`src/rtl/hazard_ctrl.sv`:
```
// Pipeline hazard controller: load-use bubbles, taken-branch squash and memory-busy freeze.
// Controls are combinational from registered state plus current inputs; stall_cnt saturates.
module hazard_ctrl #(
  parameter int unsigned LOAD_BUBBLES = 1,
  parameter int unsigned FLUSH_CYCLES = 1,
  parameter int unsigned CNT_W        = 16
) (
  input  logic             clk,
  input  logic             rst,
  input  logic             idex_mread,
  input  logic [4:0]       idex_rt,
  input  logic [4:0]       ifid_rs,
  input  logic [4:0]       ifid_rt,
  input  logic             ifid_use_rt,
  input  logic             branch_taken,
  input  logic             mem_busy,
  output logic             pc_write,
  output logic             ifid_write,
  output logic             ifid_flush,
  output logic             idex_write,
  output logic             idex_flush,
  output logic [CNT_W-1:0] stall_cnt
);

  localparam int unsigned CW       = 3;
  localparam logic [CW-1:0] LB_INIT = CW'(LOAD_BUBBLES - 1);
  localparam logic [CW-1:0] FL_INIT = CW'(FLUSH_CYCLES - 1);
  localparam bit          LB_MULTI = (LOAD_BUBBLES > 1);
  localparam bit          FL_MULTI = (FLUSH_CYCLES > 1);

  typedef enum logic [1:0] {S_RUN, S_LSTALL, S_FLUSH, S_MEM_WAIT} state_t;
  typedef enum logic [1:0] {A_NONE, A_HOLD, A_FLUSH, A_BUBBLE} act_t;

  state_t        state, state_nxt;
  logic [CW-1:0] cnt, cnt_nxt;
  act_t          act;
  logic          load_use;

  assign load_use = idex_mread && (idex_rt != 5'd0) &&
                    ((idex_rt == ifid_rs) || (ifid_use_rt && (idex_rt == ifid_rt)));

  always_ff @(posedge clk) begin
    if (rst) begin
      state <= S_RUN;
      cnt   <= '0;
    end else begin
      state <= state_nxt;
      cnt   <= cnt_nxt;
    end
  end

  // Event priority: mem_busy > branch_taken > load_use; MEM_WAIT re-evaluates as RUN once released.
  always_comb begin
    state_nxt = state;
    cnt_nxt   = cnt;
    act       = A_NONE;
    if (mem_busy) begin
      act       = A_HOLD;
      state_nxt = S_MEM_WAIT;
    end else if (branch_taken && (state != S_FLUSH)) begin
      act = A_FLUSH;
      if (FL_MULTI) begin
        state_nxt = S_FLUSH;
        cnt_nxt   = FL_INIT;
      end else begin
        state_nxt = S_RUN;
      end
    end else begin
      case (state)
        S_LSTALL: begin
          act     = A_BUBBLE;
          cnt_nxt = cnt - CW'(1);
          if (cnt == CW'(1)) state_nxt = S_RUN;
        end
        S_FLUSH: begin
          act     = A_FLUSH;
          cnt_nxt = cnt - CW'(1);
          if (cnt == CW'(1)) state_nxt = S_RUN;
        end
        default: begin
          state_nxt = S_RUN;
          if (load_use) begin
            act = A_BUBBLE;
            if (LB_MULTI) begin
              state_nxt = S_LSTALL;
              cnt_nxt   = LB_INIT;
            end
          end
        end
      endcase
    end
  end

  // Flushes never clear the matching write enable; the consumer ignores it.
  always_comb begin
    pc_write   = 1'b1;
    ifid_write = 1'b1;
    ifid_flush = 1'b0;
    idex_write = 1'b1;
    idex_flush = 1'b0;
    if (!rst) begin
      case (act)
        A_HOLD: begin
          pc_write   = 1'b0;
          ifid_write = 1'b0;
          idex_write = 1'b0;
        end
        A_FLUSH: begin
          ifid_flush = 1'b1;
          idex_flush = 1'b1;
        end
        A_BUBBLE: begin
          pc_write   = 1'b0;
          ifid_write = 1'b0;
          idex_flush = 1'b1;
        end
        default: ;
      endcase
    end
  end

  always_ff @(posedge clk) begin
    if (rst) begin
      stall_cnt <= '0;
    end else if (!pc_write && (stall_cnt != {CNT_W{1'b1}})) begin
      stall_cnt <= stall_cnt + CNT_W'(1);
    end
  end

endmodule
```
`config.mk`:
```
export PLATFORM = sky130hd
export DESIGN_NAME = hazard_ctrl
export DESIGN_NICKNAME = d
export VERILOG_FILES = /design/src/rtl/hazard_ctrl.sv
export SDC_FILE = /design/constraint.sdc
export NUM_CORES = 1
export LEC_CHECK = 0
export CORE_UTILIZATION = 30
export DETAILED_ROUTE_END_ITERATION = 16
export GPL_TIMING_DRIVEN = 0
export SETUP_SLACK_MARGIN = 0.05
export SLEW_MARGIN = 30
export SYNTH_ARGS = -nofsm -noshare
export SYNTH_HDL_FRONTEND = slang
export SYNTH_SLANG_ARGS = --single-unit
```
`constraint.sdc`:
```
create_clock -name clk -period 2.32 [get_ports clk]
set_clock_uncertainty 0.05 [all_clocks]
set_input_delay 0.696 -clock clk [delete_from_list [all_inputs] [get_ports clk]]
set_output_delay 0.696 -clock clk [all_outputs]
set_load 0.005 [all_outputs]
```
## Word-level counts from Yosys, hierarchy flattened

Index checks and enable logic that the tools add are counted.

| operators by class | value |
|---|---|
| shift operators | 0 |
| multiplexer cells | 16 |
| divide/modulo/power cells | 0 |
| $lt $le $gt $ge | 0 |
| $mul | 0 |
| add/sub/neg operators | 2 |
| bitwise gates (word level) | 2 |
| eq/ne operators | 11 |
| reductions and logical operators | 12 |

Operator list:

| cell | count |
|---|---|
| $add A16 B1 Y16 const B | 1 |
| $ne A16 B16 Y1 const B | 1 |
| $mux W2 | 7 |
| $eq A5 B5 Y1 | 2 |
| $mux W1 | 8 |
| $eq A2 B2 Y1 const B | 3 |
| $reduce_or A2 Y1 | 3 |
| $logic_and A1 B1 Y1 | 5 |
| $reduce_bool A5 Y1 | 1 |
| $eq A2 B1 Y1 const B | 2 |
| $ne A4 B1 Y1 const B | 1 |
| $pmux W2 S2 | 1 |
| $eq A3 B1 Y1 const B | 1 |
| $reduce_and A3 Y1 | 1 |
| $sub A3 B1 Y3 const B | 1 |
| $ne A2 B2 Y1 const B | 1 |
| $not A1 Y1 | 2 |
| $logic_not A1 Y1 | 1 |
| $logic_or A1 B1 Y1 | 1 |

| word-level totals | value |
|---|---|
| input bits | 21 |
| register bits | 21 |
| memories | 0 |
| ROM bits | 0 |
| RAM bits | 0 |
| bits in latches | 0 |

## Longest topological paths before layout

Gate-level depths: netlist (run 1).

| logic depth | value |
|---|---|
| word-level depth | 14 |
| depth in mapped cells | 6 |
| gate-level depth less buffers | 6 |

## Worst setup path after synthesis (run 1)

Ideal clock, no wire load.

| timing | value |
|---|---|
| path kind | in2out |
| start point | input port idex_rt[4] |
| end point | output port pc_write |
| slack | -0.089 ns |
| buffers on the path | 1 |
| stages | 6 |
| arrival | 1.663 ns |
| cells stage by stage | xnor2_1 nand3_1 o22ai_1 a21oi_1 or2_2 buf_4 |

| between the ends | value |
|---|---|
| word-level cells in the longest chain between the ends | 12 |
| elaborated cells between the ends (all ways) | 16 |
| classes of those cells | eq/ne (4); mux (6); reduce/logical (6) |

RTL lines:

| element | RTL line | text |
|---|---|---|
| start: declaration | 11 | `input logic [4:0] idex_rt,` |
| $eq A5 B5 Y1 | 40 | `((idex_rt == ifid_rs) \|\| (ifid_use_rt && (idex_rt == ifid_rt)));` |
| $logic_and A1 B1 Y1 | 40 |  |
| $logic_or A1 B1 Y1 | 40 |  |
| $logic_and A1 B1 Y1 * | 39 | `assign load_use = idex_mread && (idex_rt != 5'd0) &&` |
| $mux W2 * | 82 | `if (load_use) begin` |
| $pmux W2 S2 * | 69 | `case (state)` |
| $mux W2 * | 60 | `end else if (branch_taken && (state != S_FLUSH)) begin` |
| $mux W2 * | 57 | `if (mem_busy) begin` |
| $eq A2 B2 Y1 / $eq A2 B1 Y1 (equally long branches) | n/a |  |
| $reduce_or A2 Y1 (no line) * | n/a |  |
| $mux W1 * (2 in series) | n/a |  |
| end: declaration | 17 | `output logic pc_write,` |

Mark *: on every way between the ends. The rest lies on a longest branch, timed or not.

## Final worst setup path (run 1)

| timing | value |
|---|---|
| start point | input port ifid_rt[4] |
| end point | output port pc_write |

| between the ends | value |
|---|---|
| word-level cells in the longest chain between the ends | 12 |
| elaborated cells between the ends (all ways) | 13 |
| classes of those cells | eq/ne (3); mux (6); reduce/logical (4) |

RTL lines:

| element | RTL line | text |
|---|---|---|
| start: declaration | 13 | `input logic [4:0] ifid_rt,` |
| $eq A5 B5 Y1 * | 40 |  |
| $logic_and A1 B1 Y1 * | 40 |  |
| $logic_or A1 B1 Y1 * | 40 |  |
| $logic_and A1 B1 Y1 * | 39 |  |
| $mux W2 * | 82 |  |
| $pmux W2 S2 * | 69 |  |
| $mux W2 * | 60 |  |
| $mux W2 * | 57 |  |
| $eq A2 B2 Y1 / $eq A2 B1 Y1 (equally long branches) | 102 | `case (act)` |
| $reduce_or A2 Y1 (no line) * | n/a |  |
| $mux W1 * | 102 |  |
| $mux W1 * | 101 | `if (!rst) begin` |

Marked as above.

==> results list, run 1 <==
* Outcome: finished with violations
* Failing checks: setup timing
- The final layout contains routed wiring with a total length of 2873 um.
- The number of antenna diodes in the final layout is 0.
* Register-to-register path setup slack: 0.17 ns
- Before CTS, the worst setup slack after placement is -1.197 ns.
* Cell occurring most often along the worst timing path: sky130_fd_sc_hd__buf_6
- The floorplan step set the die height to 60.77 um.
- Number of clock sinks: 16
- STA puts the critical path data required time at around 1.6 ns.
* Pin count of the biggest net entering global routing: 11
- Final number of setup-violating endpoints: 3
* Clock insertion delay at the later pin of the skew report: a little under 0.3 ns
* Synth cell types: 32
* Most common cell after layout, fill and taps aside: sky130_fd_sc_hd__nor2_1
- Critical path fanouts, max: 2
* Overall routing resource usage: 0.1729
- The clock passes through at most 2 buffers.
- During placement, the flow inserted port buffers numbering 41.
- Vias: roughly 1100
* Final Total Pwr: about 0.00067 W
- In this run the number of H-tree levels came out at 1.
- Counting flops and latches in the post-synthesis netlist gives 16.
* I/O pin count: 42
* Tmin final: 2.619 ns
- Of the synthesized area, sequential elements account for 0.3092.
* Dpl hpwl: 1969 um
* End of the worst register-to-register path: stall_cnt[8]$_SDFFE_PP0P_
* Hold Path Class: register to register
* Global-route wire length before repair: 4705 um
- The count of final max-slew check failures came to 0.
- The register with the most flip-flops in the final layout is stall_cnt.
- Setup slack on the critical path of the routed design comes to -0.2993 ns.
- Gate Count Post-Synth: 121
- For this run, the number of Yosys warnings is 0.
* Vias in the first global route: 1121
- Remaining global-route overflow: 0
- Master of the slowest instance on the critical path: sky130_fd_sc_hd__or2_4
- Post-CTS Hold Fix Bufs: 0
- For this configuration, the core starts out at a cell density of 0.3286.
- The hold violation count in the final report is 0.
* Highest-count cells in the layout ignoring fill and taps: sky130_fd_sc_hd__nor2_1, sky130_fd_sc_hd__buf_6, sky130_fd_sc_hd__clkdlybuf4s50_1, sky130_fd_sc_hd__dfxtp_1, sky130_fd_sc_hd__buf_4
- In this run the tightest slew margin relative to its limit is 0.7035.
* Floorplan die area: around 3700 sq um
* Largest registers ranked by flip-flop count: stall_cnt (16)
- In this design, the stage delay of the slowest critical-path cell is around 0.24 ns.
* Critical Path Source: ifid_rt[4]
- The core region is roughly 3200 sq um.
- Once layout is complete, the utilization of the core stands at 0.6071.
- Weighted congestion reported at the end of routability-driven placement: 0.7129
* Slew of the pin with the lowest slew margin: 0.4448 ns
- Max cap viols: 0
* Critical path, cell by cell: buf_6 -> xnor2_2 -> nand4_1 -> o22ai_2 -> a21oi_2 -> or2_4 -> buf_6 -> buf_6
* Power density of the placed cells: 348.4 nW/um^2
* Leakage power: 0.7835 nW
* Crit. End Element: output pin
- Routed len/inst: about 13 um
- Row generation in the floorplan step produced 20 rows.
- The mapped netlist covers 1036 sq um.
- Post-Route Hold Slack: approximately 0.52 ns
- The register with the most flip-flops in the layout has 16 of them.
- Dividing the final minimum period by the clock period gives 1.129.
- CTS placed an instance of sky130_fd_sc_hd__clkbuf_4 at the clock tree root.
* Clock-pin slew on the worst setup and hold paths: around 0.090 ns
- The critical path ends at pc_write.
- The number of antenna violations at the first check in global routing is 0.
- Based on the critical path, the design can be clocked at up to ~380 MHz.
* Pre-Repair DR Iteration Count: 4
- R2R cell count: 6
- # DRC: 0
* Num CTS Buffers: 3
- At the worst endpoint, the arrival time is approximately 1.9 ns.
- Syn avg cell area: between 8 and 9 sq um
* Die Width: between 60 and 70 um
- Signed area change from the synthesized netlist to the final layout: 84.78%
- The worst setup path is launched from an input pin.
- Number of DRC markers after the initial detailed-route iteration: 33
- Critical Setup Path Class: input pin to output pin
- CTS tree: built
- Ratio of cells with drive above 1 in the final layout: 0.4333
- Via-per-instance ratio: 4.830
* Syn_nets: 143
- Once detail routing completed, the nets flagged for antenna violations numbered 0.
- The net count of the finished layout is 203.
- Maximum vdd ir drop: around 0.15 mV
- Reg-to-reg startpoint: stall_cnt[6]$_SDFFE_PP0P_
- Setup repair after global routing could not meet its margin everywhere.
==> worst min path at each step <==
stage                                            to  depth (start not counted)                 startpoint
after floorplan           stall_cnt[4]$_SDFFE_PP0P_                          2  stall_cnt[4]$_SDFFE_PP0P_
after global placement    stall_cnt[9]$_SDFFE_PP0P_                          2  stall_cnt[9]$_SDFFE_PP0P_
after detailed placement  stall_cnt[4]$_SDFFE_PP0P_                          2  stall_cnt[4]$_SDFFE_PP0P_
after CTS                 stall_cnt[4]$_SDFFE_PP0P_                          2  stall_cnt[4]$_SDFFE_PP0P_
after global routing      stall_cnt[4]$_SDFFE_PP0P_                          2  stall_cnt[4]$_SDFFE_PP0P_
final                     stall_cnt[4]$_SDFFE_PP0P_                          2  stall_cnt[4]$_SDFFE_PP0P_
==> metrics by stage <==
stage	instance area [sq um]	cells	setup TNS (ns)
2_1_floorplan	1084	121	-0.01498
3_5_place_dp	1549	206	-11.85
4_1_cts	1932	230	-0.4372
6_report	1914	224	-0.7520
3_3_place_gp	1549	206	-11.21
5_1_grt	1914	224	-0.8454
==> layout make-up <==
class                   count  area (sq um)
fillers                   300          1239
multi-input cells         100         918.4
repair buffers             55         526.8
flip-flops and latches     16         320.3
well taps                  44         55.05
plain buffers               4         53.80
clock buffers               4         36.28
inverters                   1         3.754
==> cell usage after synthesis <==
master / count / area [sq um]
sky130_fd_sc_hd__nand4_1: 3 / 18.77
sky130_fd_sc_hd__nor3_1: 4 / 20.02
sky130_fd_sc_hd__and3_1: 5 / 31.28
sky130_fd_sc_hd__nor3_2: 1 / 10.01
sky130_fd_sc_hd__or2b_1: 1 / 7.510
sky130_fd_sc_hd__nand2_1: 5 / 18.77
sky130_fd_sc_hd__nor2_4: 1 / 11.26
sky130_fd_sc_hd__mux2_2: 1 / 11.26
sky130_fd_sc_hd__nor4_1: 1 / 6.260
sky130_fd_sc_hd__or2_2: 1 / 6.260
sky130_fd_sc_hd__inv_1: 1 / 3.750
sky130_fd_sc_hd__dfxtp_1: 16 / 320.3
sky130_fd_sc_hd__o22ai_1: 1 / 6.260
sky130_fd_sc_hd__nand2b_1: 3 / 18.77
sky130_fd_sc_hd__nand3_2: 1 / 10.01
sky130_fd_sc_hd__a21oi_1: 5 / 25.02
sky130_fd_sc_hd__xnor2_1: 14 / 122.6
sky130_fd_sc_hd__nor3b_1: 2 / 15.01
sky130_fd_sc_hd__mux2_4: 1 / 15.01
sky130_fd_sc_hd__and4_1: 1 / 8.760
sky130_fd_sc_hd__nor2_1: 18 / 67.56
sky130_fd_sc_hd__mux2i_1: 1 / 10.01
sky130_fd_sc_hd__mux2_1: 7 / 78.83
sky130_fd_sc_hd__clkbuf_1: 3 / 11.26
sky130_fd_sc_hd__a31o_1: 2 / 17.52
sky130_fd_sc_hd__o221a_2: 1 / 11.26
sky130_fd_sc_hd__nand3_1: 8 / 40.04
sky130_fd_sc_hd__buf_4: 1 / 7.510
sky130_fd_sc_hd__nor4b_1: 1 / 8.760
sky130_fd_sc_hd__ha_1: 1 / 12.51
sky130_fd_sc_hd__nor2b_1: 9 / 56.30
sky130_fd_sc_hd__o32ai_4: 1 / 27.53
==> repair_timing <==
item                       in CTS  in global routing
resized for setup             145                  9
gates cloned                    0                  0
setup buffers                  31                  3
pin swaps                      28                 12
setup endpoints to repair      17                 18
==> layer usage <==
layer / up-vias / wire length [um] / GRT usage
met1: 502 / 1181 / 0.1816
met3: 2 / 171 / 0.03198
met5: - / 0 / 0
li1: 539 / - / -
met2: 39 / 1506 / 0.3454
met4: 0 / 14 / 0.04870
==> critical path, delay by kind of cell <==
kind,cells,cell delay [ns]
AO/OA/AOI/OAI,2,0.28
XOR/XNOR,1,0.16
AND/OR/NAND/NOR,2,0.43
buffers and inverters,3,0.31
==> power by group <==
part,internal [W],total [W],switching (W)
registers,0.000278,0.000282,0.00000427
clock network,0.0000957,0.000189,0.0000929
logic,0.000118,0.000196,0.0000786
==> logic make-up (layout without fill, tap and decap cells) <==
group | count (synthesis) | count (layout) | synth area share
AO/OA/AOI/OAI | 10 | 10 | 0.08455
XOR/XNOR | 14 | 14 | 0.1184
adder cells (fa/ha/maj) | 1 | 1 | 0.01208
buffers and inverters | 5 | 64 | 0.02174
flip-flops | 16 | 16 | 0.3092
multiplexers | 10 | 10 | 0.1111
AND/OR/NAND/NOR | 65 | 65 | 0.3430
Power figures use the tool's default switching activity.
==> run 2: changes to the inputs <==
--- a/config.mk
+++ b/config.mk
@@ -5,7 +5,8 @@
 export SDC_FILE = /design/constraint.sdc
 export NUM_CORES = 1
 export LEC_CHECK = 0
-export CORE_UTILIZATION = 30
+export CORE_ASPECT_RATIO = 0.5
+export CORE_UTILIZATION = 27
 export DETAILED_ROUTE_END_ITERATION = 16
 export GPL_TIMING_DRIVEN = 0
 export SETUP_SLACK_MARGIN = 0.05
==> run 2 against run 1 <==
Effect of this change: the run still ends with setup timing left; register-to-register slack improved by 0.04 ns; wire length down 8.9%; design area decreased by 3.7%; sequential share of layout area up 0.64 points; core utilization shrank 8.7 points; total power is 7.2% higher; final cell count grew 1.8%; global-route usage is 3.1 points lower; critical path type unchanged.
==> results list, run 2 (synthesis gave the netlist of run 1 again) <==
- The horizontal die dimension is 89.60 um (+47%).
- The tree is rooted in a sky130_fd_sc_hd__clkbuf_8.
* Data arrival at the endpoint of the critical path: 1.81 ns (-0.06 ns)
- Routed len/inst: 11.47 um (-11%)
* Number of rows in the core area: 15 (-25%)
- The setup violation total in the final timing report is 4 (+1).
- Vias in the first global route: 957 (-15%)
- Largest Register: stall_cnt
* Final Total Pwr: 0.0007152 W (+7.2%)
- Tightest slew margin relative to the limit: 0.6789 (-0.02459)
- Port-buffer cells: 41 (unchanged)
- Post-route antenna net violation count: 0 (unchanged)
- Crit. End Element: output pin
- The share of total power consumed by net switching came to 0.2552 (-0.008290).
- Vias: 1049 (-3.0%)
- Number of clock sinks: 16 (unchanged)
- Largest registers ranked by flip-flop count: stall_cnt (16)
- Max cap viols: 0 (unchanged)
* Most common cell after layout, fill and taps aside: sky130_fd_sc_hd__nor2_1
- The number of flip-flops under the largest register name was 16 (unchanged).
- The hold violation count in the final report came to 0 (unchanged).
- Overall routing resource usage: 0.1423 (-0.03066)
- The power density over the cells came to 387.8 nW/um^2 (+11%).
- The ratio of final minimum period to clock period came to 1.100 (-0.02929).
* Critical Setup Path Class: input pin to output pin
- Number of antenna violations at the first check in global routing: 0 (unchanged)
* Internal: 0.0005327 W (+8.4%)
- The antenna diode instance count was 0 (unchanged).
* Outcome: finished with violations
- Global-route wire length before repair: 4381 um (-6.9%)
- The peak ir drop on the vdd network is 0.1958 mV (+31%).
- The maximum number of pins on one net before global-route repair came to 11 (unchanged).
- Floorplan die area: 4104 sq um (+11%)
* Highest-count cells in the layout ignoring fill and taps: sky130_fd_sc_hd__nor2_1, sky130_fd_sc_hd__buf_6, sky130_fd_sc_hd__clkdlybuf4s50_1, sky130_fd_sc_hd__dfxtp_1
- The depth of the CTS H-tree was 1 (unchanged).
- Bufs on Longest Clock Path: 2 (unchanged)
* Part of the total power dissipated in combinational logic: 0.245 (-0.049)
* Share of total power in sequential cells: 0.395 (-0.028)
- Pre-Repair DR Iteration Count: 4 (unchanged)
* Initial cell density of the core: 0.2921 (-0.03651)
* CTS tree: built
- Leakage power: 0.7581 nW (-3.2%)
* Clock-pin slew on the worst setup and hold paths: 0.07 ns (-0.02 ns)
- Clock network fraction of total power: 0.360 (+0.077)
- Fmax: 391.9 MHz (+2.7%)
* I/O pin count: 42 (unchanged)
- The via count normalized by instance count was 4.601 (-4.8%).
- Number of pins with negative max-slew slack in the final report: 0 (unchanged)
- The highest fanout seen on the critical path came to 2 (unchanged).
- Slew of the pin with the lowest slew margin: 0.4817 ns (+0.03688 ns)
- The global placement routability congestion is 0.7490 (+5.1%).
- The final reports fail on setup timing.
* NumNets Final: 200 (-1.5%)
- The die boundary height came to 45.80 um (-25%).
* Post-route setup slack: -0.2314 ns (+0.06795 ns)
* Dpl hpwl: 1825 um (-7.3%)
* Ratio of cells with drive above 1 in the final layout: 0.3898 (-0.04350)
- Setup repair after global routing could not meet its margin everywhere.
* Hold Path Class: register to register
- Remaining global-route overflow: 0 (unchanged)
- WL final: 2616 um (-8.9%)
- The number of remaining DRC errors is 0 (unchanged).
- The violation count after the first detailed-routing iteration is 30 (-9.1%).
- Post-CTS Hold Fix Bufs: 0 (unchanged)
- The setup slack at placement is -1.193 ns (+0.004110 ns).
- CP Data Required Time: 1.57 ns (about the same)
* Core outline area: 3547 sq um (+13%)
* Element type at the critical path start: input pin
- Net switching power of the design: 0.0001825 W (+3.9%)
* Num CTS Buffers: 3 (unchanged)
* Signed area change from the synthesized netlist to the final layout: 78.02%
- The minimum clock period after layout was 2.551 ns (-0.06795 ns).
* Clock insertion delay at the later pin of the skew report: 0.26 ns (-0.03 ns)
-- run 2: changes by cell type in the layout (fill, tap and decap cells not counted), moves of 3 or more --
cell	delta
sky130_fd_sc_hd__clkbuf_4	-3
sky130_fd_sc_hd__clkbuf_8	+4
sky130_fd_sc_hd__mux2_1	+3
sky130_fd_sc_hd__mux2_4	-3
sky130_fd_sc_hd__nand3_1	+3
sky130_fd_sc_hd__nand3_2	-3
sky130_fd_sc_hd__xnor2_2	+3
-- run 2: per-stage QoR --
stage                     setup TNS (ns)  hold slack [ns]  std cells  utilization  instance area, sq um
after floorplan                 -0.01498           0.4719        121            -                  1084
after global placement            -11.52           0.4895        213       0.4392                  1558
after detailed placement          -11.36           0.4870        213       0.4392                  1558
after CTS                        -0.3636           0.5098        231       0.5235                  1857
after global routing             -0.6444           0.5577        228       0.5199                  1844
final                            -0.4611           0.5126        228       0.5199                  1844
-- run 2: power by group through the flow --
stage / clock network [W] / registers (W) / logic, W
5_1_grt: 0.000277 / 0.000283 / 0.000189
3_3_place_gp: 0 / 0.000289 / 0.000134
3_5_place_dp: 0 / 0.000289 / 0.000135
2_1_floorplan: 0 / 0.000289 / 0.0000653
6_report: 0.000258 / 0.000283 / 0.000175
4_1_cts: 0.000262 / 0.000283 / 0.000179
-- run 2: worst max-delay path, cell delays in order --
cell and delay (ns):
sky130_fd_sc_hd__buf_6 0.10, sky130_fd_sc_hd__xnor2_2 0.13, sky130_fd_sc_hd__nand4_1 0.15, sky130_fd_sc_hd__o22ai_2 0.19
sky130_fd_sc_hd__a21oi_2 0.09, sky130_fd_sc_hd__or2_4 0.24, sky130_fd_sc_hd__buf_6 0.11, sky130_fd_sc_hd__buf_6 0.10
-- run 2: layer usage --
layer,up-vias,track usage,wire [um]
met5,-,0,0
li1,533,-,-
met1,495,0.1847,1227
met2,19,0.2348,1303
met3,2,0.02899,75
met4,0,0.05714,10
-- run 2: final cells by class --
cell class,count,area (sq um)
tap,51,63.81
sequential,16,320.3
buffer,4,42.54
clock buffer,4,55.05
multi-input combinational,100,869.6
timing repair buffer,52,489.2
inverter,1,3.754
fill,321,1703
-- run 2: path summary, 6_finish.rpt --
path	from	end	slack, ns	depth (start not counted)
worst max-delay path	ifid_rt[0]	pc_write	-0.23	8
worst min-delay path	stall_cnt[4]$_SDFFE_PP0P_	stall_cnt[4]$_SDFFE_PP0P_	0.51	2
worst max register to register	stall_cnt[6]$_SDFFE_PP0P_	stall_cnt[11]$_SDFFE_PP0P_	0.21	6
worst min register to register	stall_cnt[4]$_SDFFE_PP0P_	stall_cnt[4]$_SDFFE_PP0P_	0.51	2
-- run 2: timing repair --
action	4_1_cts	5_1_grt
pin swaps	25	10
resized for setup	136	3
setup endpoints to repair	18	12
setup buffers	20	3
